## config.mk

```make
export PLATFORM = sky130hd
export DESIGN_NAME = muldiv_ctrl
export DESIGN_NICKNAME = d
export VERILOG_FILES = /design/src/rtl/muldiv_ctrl.sv
export SDC_FILE = /design/constraint.sdc
export NUM_CORES = 1
export LEC_CHECK = 0
export CAP_MARGIN = 20
export CORE_MARGIN = 1.5
export CORE_UTILIZATION = 40
export DETAILED_ROUTE_END_ITERATION = 16
export DONT_BUFFER_PORTS = 1
export HOLD_SLACK_MARGIN = 0.06
export PLACE_DENSITY = 0.59
export SETUP_SLACK_MARGIN = 0.1
export SLEW_MARGIN = 25
export SYNTH_ARGS = -nofsm -noshare
export SYNTH_HDL_FRONTEND = slang
export SYNTH_SLANG_ARGS = --single-unit
```

## constraint.sdc

```tcl
create_clock -name clk -period 3.3 [get_ports clk]
set_input_delay 0.33 -clock clk [delete_from_list [all_inputs] [get_ports clk]]
set_output_delay 0.33 -clock clk [all_outputs]
set_load 0.01 [all_outputs]
```

## src/rtl/muldiv_ctrl.sv

```systemverilog
// HI/LO multiply/divide-unit controller: sequences signed/unsigned multiplies through an
// external unsigned multiplier and serves MTHI/MTLO/MFHI/MFLO against the architectural HI/LO.
module muldiv_ctrl #(
  parameter int unsigned WATCHDOG = 16
) (
  input  logic        clk,
  input  logic        reset_n,
  input  logic        op_valid,
  input  logic [2:0]  op,
  input  logic [31:0] op_a,
  input  logic [31:0] op_b,
  input  logic        flush,
  output logic        op_ready,
  output logic        stall,
  output logic        rd_valid,
  output logic [31:0] rd_data,
  output logic [31:0] hi,
  output logic [31:0] lo,
  output logic        busy,
  output logic        err,
  output logic        mul_valid_in,
  output logic [31:0] mul_a,
  output logic [31:0] mul_b,
  input  logic        mul_valid_out,
  input  logic [31:0] mul_hi,
  input  logic [31:0] mul_lo
);

  localparam int unsigned WDW = $clog2(WATCHDOG + 1);

  typedef enum logic [1:0] {IDLE, ISSUE, WAIT, FIXUP} state_e;
  typedef enum logic [2:0] {
    OP_NOP, OP_MULT, OP_MULTU, OP_MTHI, OP_MTLO, OP_MFHI, OP_MFLO, OP_RSVD
  } op_e;

  state_e         state, state_nx;
  op_e            op_dec;
  logic           accept;
  logic           is_mul;
  logic           wd_expire;
  logic [WDW-1:0] wd_cnt;
  logic           neg;
  logic [63:0]    result;
  logic [31:0]    mag_a, mag_b;

  assign op_dec    = op_e'(op);
  assign accept    = op_valid & op_ready & ~flush;
  assign is_mul    = (op_dec == OP_MULT) || (op_dec == OP_MULTU);
  assign wd_expire = (wd_cnt == WDW'(WATCHDOG - 1));
  // 0x80000000 negates to itself, which is the correct unsigned magnitude
  assign mag_a     = op_a[31] ? (~op_a + 32'd1) : op_a;
  assign mag_b     = op_b[31] ? (~op_b + 32'd1) : op_b;

  always_ff @(posedge clk or negedge reset_n) begin
    if (!reset_n) state <= IDLE;
    else          state <= state_nx;
  end

  always_comb begin
    state_nx = state;
    unique case (state)
      IDLE:  if (accept && is_mul) state_nx = ISSUE;
      ISSUE: state_nx = flush ? IDLE : WAIT;
      WAIT: begin
        if (flush)              state_nx = IDLE;
        else if (mul_valid_out) state_nx = FIXUP;
        else if (wd_expire)     state_nx = IDLE;
      end
      FIXUP: state_nx = IDLE;
    endcase
  end

  always_comb begin
    op_ready     = (state == IDLE);
    busy         = (state != IDLE);
    stall        = op_valid & (state != IDLE);
    mul_valid_in = (state == ISSUE) & ~flush;
  end

  always_ff @(posedge clk or negedge reset_n) begin
    if (!reset_n) begin
      hi       <= '0;
      lo       <= '0;
      rd_valid <= 1'b0;
      rd_data  <= '0;
      mul_a    <= '0;
      mul_b    <= '0;
      err      <= 1'b0;
      wd_cnt   <= '0;
      neg      <= 1'b0;
      result   <= '0;
    end else begin
      rd_valid <= 1'b0;
      if (accept) begin
        case (op_dec)
          OP_MULT: begin
            mul_a <= mag_a;
            mul_b <= mag_b;
            neg   <= op_a[31] ^ op_b[31];
          end
          OP_MULTU: begin
            mul_a <= op_a;
            mul_b <= op_b;
            neg   <= 1'b0;
          end
          OP_MTHI: hi <= op_a;
          OP_MTLO: lo <= op_a;
          OP_MFHI: begin
            rd_valid <= 1'b1;
            rd_data  <= hi;
          end
          OP_MFLO: begin
            rd_valid <= 1'b1;
            rd_data  <= lo;
          end
          default: ;
        endcase
      end
      // ISSUE always precedes WAIT, so clearing here zeroes the count on WAIT entry
      if (state == ISSUE) wd_cnt <= '0;
      if (state == WAIT && !flush) begin
        if (mul_valid_out)  result <= {mul_hi, mul_lo};
        else if (wd_expire) err    <= 1'b1;
        else                wd_cnt <= wd_cnt + 1'b1;
      end
      if (state == FIXUP && !flush) {hi, lo} <= neg ? (~result + 64'd1) : result;
    end
  end

endmodule

```

### After elaboration in Yosys (flattened, before gate mapping)

Index checks and enable logic that the tools add are counted.

| storage, ports and cells | value |
|---|---|
| bits in registers | 234 |
| input bits | 136 |

| operators by class | value |
|---|---|
| equality and inequality tests | 12 |
| add/sub/neg operators | 4 |
| bitwise logic cells | 10 |
| reduce and logical (&&, ||, !) cells | 20 |
| muxes and demuxes | 25 |

Operators with widths:

| operator | count |
|---|---|
| 2-to-1 mux 32 bit | 8 |
| one-hot mux 32 bit (2 select lines) | 3 |
| adder 32 x 1 -> 32 bit, second input constant | 2 |
| adder 64 x 1 -> 64 bit, second input constant | 1 |
| 2-to-1 mux 64 bit | 1 |
| NOT 32 bit | 2 |
| NOT 64 bit | 1 |
| 2-to-1 mux 5 bit | 4 |
| AND reduction 2 bit | 6 |
| nonzero test 2 bit | 6 |
| 2-to-1 mux 2 bit | 5 |
| equality test 3 bit, second input constant | 3 |
| one-hot mux 2 bit (4 select lines) | 1 |
| equality test 3 x 2 -> 1 bit, second input constant | 2 |
| adder 5 x 1 -> 5 bit, second input constant | 1 |
| equality test 5 x 4 -> 1 bit, second input constant | 1 |
| bitwise AND 1 bit | 4 |
| equality test 2 bit, second input constant | 2 |
| inequality test 4 bit, second input constant | 1 |
| equality test 3 x 1 -> 1 bit, second input constant | 1 |
| logical AND 1 bit | 3 |
| AND reduction 3 bit | 1 |
| equality test 2 x 1 -> 1 bit, second input constant | 1 |
| zero test 2 bit | 1 |
| other kinds (8) | 10 |

### Logic depth before layout (Yosys ltp)

| logic depth | value |
|---|---|
| depth in word-level cells | 6 |
| gate-level depth with buffers | 9 |
| gate-level depth less buffers | 8 |

### Worst setup path after synthesis

No wires, ideal clock.

| timing | value |
|---|---|
| path type | reg2reg |
| start point | register result[36] |
| end point | register hi[29] |
| required time | 3.218 ns |
| path slack | 0.577 ns |
| arrival | 2.641 ns |
| cell stages (with the launch flop) | 7 |
| path through | dfrtp_1 or4_2 nor4_1 nand4_4 or4_4 or3_1 a31oi_1 |

| between the ends | value |
|---|---|
| cells in the longest elaborated chain, start to end | 4 |

RTL lines:

| element | line | RTL |
|---|---|---|
| from (decl) | 43 | `logic [63:0] result;` |
| from (signal assigned) | 122 | `if (mul_valid_out) result <= {mul_hi, mul_lo};` |
| NOT 64 bit | 126 | `if (state == FIXUP && !flush) {hi, lo} <= neg ? (~result + 64'd1) : result;` |
| adder 64 x 1 -> 64 bit | 126 |  |
| 2-to-1 mux 64 bit | 126 |  |
| 2-to-1 mux 32 bit | 126 |  |
| to (signal assigned) | 106 | `OP_MTHI: hi <= op_a;` |
| to (signal assigned) | 126 |  |
| to (decl) | 17 | `output logic [31:0] hi,` |

Every way passes these cells.
A chain may end at the register's enable or synchronous reset.

### Worst setup path in the final report

| timing | value |
|---|---|
| start point | register result[12] |
| end point | register hi[29] |

The elaborated chain is that of the path after synthesis.

==> impl_metrics.csv <==
group,metric,value,unit
run_status,status,"finished, violations left",
run_status,violations,"hold timing",
timing,fmax,0.325,GHz
clock_network,cts_buffers,27,
die,core,0.0300,sq mm
clock_network,cts-root-buf,"clkbuf_16",
routing,vias_per_cell,5.63,
yosys,synth_cells,1237,
global_route,antenna_found_initial,0,
cells_and_area,drive_above_1_share,11.8,%
critical_path,r2r-start,"result[12]$_DFFE_PN0P_",
flow_run,drv_cap,0,
placement,place_hpwl,27500,um
yosys,synth.area.top_cells,"dfrtp_1 (48%), mux2_2 (6.8%), o21ai_0 (6.5%), xor2_1 (5.4%), nand2_1 (5.3%)",
clock_network,clkLatencyLatePin,540,ps
routing,ant_nets,0,
routing,dr_wl_met2,17800,um
global_route,grt_max_degree,235,
routing,wire_per_inst,22.7,um
routing,num_vias,9898,
timing,finClkSkew,16.9,ps
clock_network,htreeDepth,1,
timing,finalSetupTns,0,ps
clock_network,clock_sinks,234,
yosys,seq_area_frac_synth,47.7,%
yosys,yosysTopAreaCell,"dfrtp_1",
critical_path,r2r.worst_path.cells,6,
timing,max-slew-margin-rel,39.6,%
yosys,ys_warn_count,0,
global_route,grt_pass1_vias,9634,
yosys,synth_seq_cells,234,
die,rows,63,
clock_network,ctsHoldBuffers,133,
routing,route.met3.wl,3880,um
yosys,yosys-top-cells-count,"dfrtp_1 (234), nand2_1 (172), o21ai_0 (160), xor2_1 (76), mux2_2 (74)",
critical_path,critPathKind,"flip-flop to flip-flop",
critical_path,crit_fanout,10,
die,ios,302,
power,ir_drop,433,uV
routing,highest-signal-layer,"met4",
timing,worst_pin_slew,903,ps
clock_network,cts_tree,"built",
yosys,async_reset_ff_share,100,%
die,dieArea,0.0318,sq mm
critical_path,cp.arrival,3530,ps
yosys,yosysTopAreaCellShare,47.7,%
timing,period_share,93.3,%
routing,dr.pass1.iters,4,
power,p_per_area,745,mW/mm^2
timing,hold_violations,234,
placement,io_buffers,0,
global_route,gr-usage-all-layers,24.6,%
timing,rsz0062_at_grt,"no",
global_route,grt_pass1_wl,59400,um
clock_network,cts_max_path_buffers,3,
die,dieWidth,178,um
yosys,synth.distinct_cells,55,
critical_path,r2r_slack,220,ps
cells_and_area,nets,1487,
timing,hold_slack,-519,ps
timing,fin_crit,3080,ps
placement,dp_cells,1575,
cells_and_area,finalNonFillerCells,1757,
timing,setup_viol,0,
routing,wl_met1,17200,um
yosys,avgSynthCellArea,9.92,sq um
die,fp.dieH,178,um
yosys,netlist_area,0.0123,sq mm
routing,routed_wl,39900,um
placement,place_congestion,0.899,
power,power_leakage,6.59,nW
yosys,synthFlopType,"dfrtp_1",
critical_path,critPathCaptureType,"flip-flop",
cells_and_area,area_growth,22.0,%
yosys,synth_nets,1377,
timing,finalMaxSlewViolations,0,
clock_network,clkSlewWorstSetupHoldPaths,60,ps
hold_path,hold_class,"primary input to asynchronous set/reset pin",
critical_path,start_kind,"flip-flop",
cells_and_area,diodes,0,
yosys,synth_edf_count,0,
routing,drc_errors,0,
critical_path,crit_required,3750,ps
routing,drt_iter0_markers,693,
die,initial_core_util,41.0,%
yosys,yosysMostFrequentCell,"dfrtp_1",
global_route,grt_overflow_total,0,
critical_path,r2r-end,"hi[29]$_DFFE_PN0P_",
==> through the flow <==
step	cell area, sq um	total power, mW	setup WS (ps)	utilization, %	hold WS, ps
after floorplan	12300	6.87	577	-	34.4
after global placement	12700	7.80	332	42.5	40.9
after detailed placement	12700	7.88	249	42.5	40.4
after CTS	15000	11.2	233	50.0	-547
after global routing	15000	11.8	113	50.0	-543
final	15000	11.2	220	50.0	-519
==> what timing repair did <==
| item | 4_1_cts | 5_1_grt |
|---|---|---|
| resized for setup | 0 | 0 |
| endpoints found under the setup margin | 0 | 0 |
| setup buffers | 0 | 0 |
| endpoints found under the hold margin | 421 | 234 |
==> registers in the layout (all words and copies together), names as in the netlist <==
name	cells
err	1
hi	32
lo	32
mul_a	32
mul_b	32
neg	1
rd_data	32
rd_valid	1
result	64
state	2
wd_cnt	5
==> routing by layer <==
layer  vias up  global-route usage [%]
met5         -                   0.481
met4         0                    5.87
met3        62                    6.97
met2       411                    38.7
met1      4773                    33.5
li1       4652                       -
==> critical path: stages, from the launching register on <==
cell	delay [ps]
dfrtp_1	420
or4_1	650
nor4b_4	560
nand4_4	280
or4_4	580
or3_1	330
a31oi_1	170
==> cell families (layout without fill, tap and decap cells) <==
logic type | Yosys count | in the layout | share of synthesized area (%)
compound gates | 309 | 309 | 15.0
xor+xnor | 117 | 117 | 8.35
mux | 128 | 128 | 11.2
buf+inv | 90 | 220 | 2.77
simple gates | 355 | 355 | 14.6
flops | 234 | 234 | 47.7
fa+ha+maj | 4 | 4 | 0.408
==> worst max-delay path by stage <==
stage | cells after the start | start | endpoint | slack (ps)
finish | 6 | result[12]$_DFFE_PN0P_ | hi[29]$_DFFE_PN0P_ | 220
detailed placement | 6 | result[12]$_DFFE_PN0P_ | hi[29]$_DFFE_PN0P_ | 250
floorplan | 6 | result[36]$_DFFE_PN0P_ | hi[29]$_DFFE_PN0P_ | 580
CTS | 6 | result[12]$_DFFE_PN0P_ | hi[29]$_DFFE_PN0P_ | 230
global route | 6 | result[12]$_DFFE_PN0P_ | hi[29]$_DFFE_PN0P_ | 110
global placement | 6 | result[12]$_DFFE_PN0P_ | hi[29]$_DFFE_PN0P_ | 330
==> area by class of cell <==
| cell class | count | area (sq um) |
|---|---|---|
| fillers | 2794 | 15000 |
| multi-input cells | 913 | 6110 |
| flip-flops and latches | 234 | 5860 |
| repair buffers | 155 | 1550 |
| clock buffers | 39 | 791 |
| well taps | 390 | 488 |
| clock inverters | 10 | 128 |
| inverters | 16 | 60.1 |
==> placed cells by master (no fill, tap or decap), types with 27 or more instances in the layout <==
cell / synthesis / final
a211oi_1: 27 / 27
nor2b_1: 28 / 28
dfrtp_1: 234 / 234
dlygate4sd3_1: 0 / 133
xnor2_1: 41 / 41
nor2_1: 41 / 40
nand2_1: 172 / 170
mux2i_1: 54 / 54
mux2_2: 74 / 74
clkbuf_16: 0 / 27
xor2_1: 76 / 76
a21oi_1: 44 / 44
o31ai_1: 33 / 33
o21ai_0: 160 / 160
==> power breakdown <==
group	internal [mW]	switching [mW]	total (mW)
clock	1.89	1.24	3.12
sequential	3.84	1.50	5.34
combinational	1.29	1.40	2.70
total	7.02	4.14	11.2
Power figures use the tool's default switching activity.
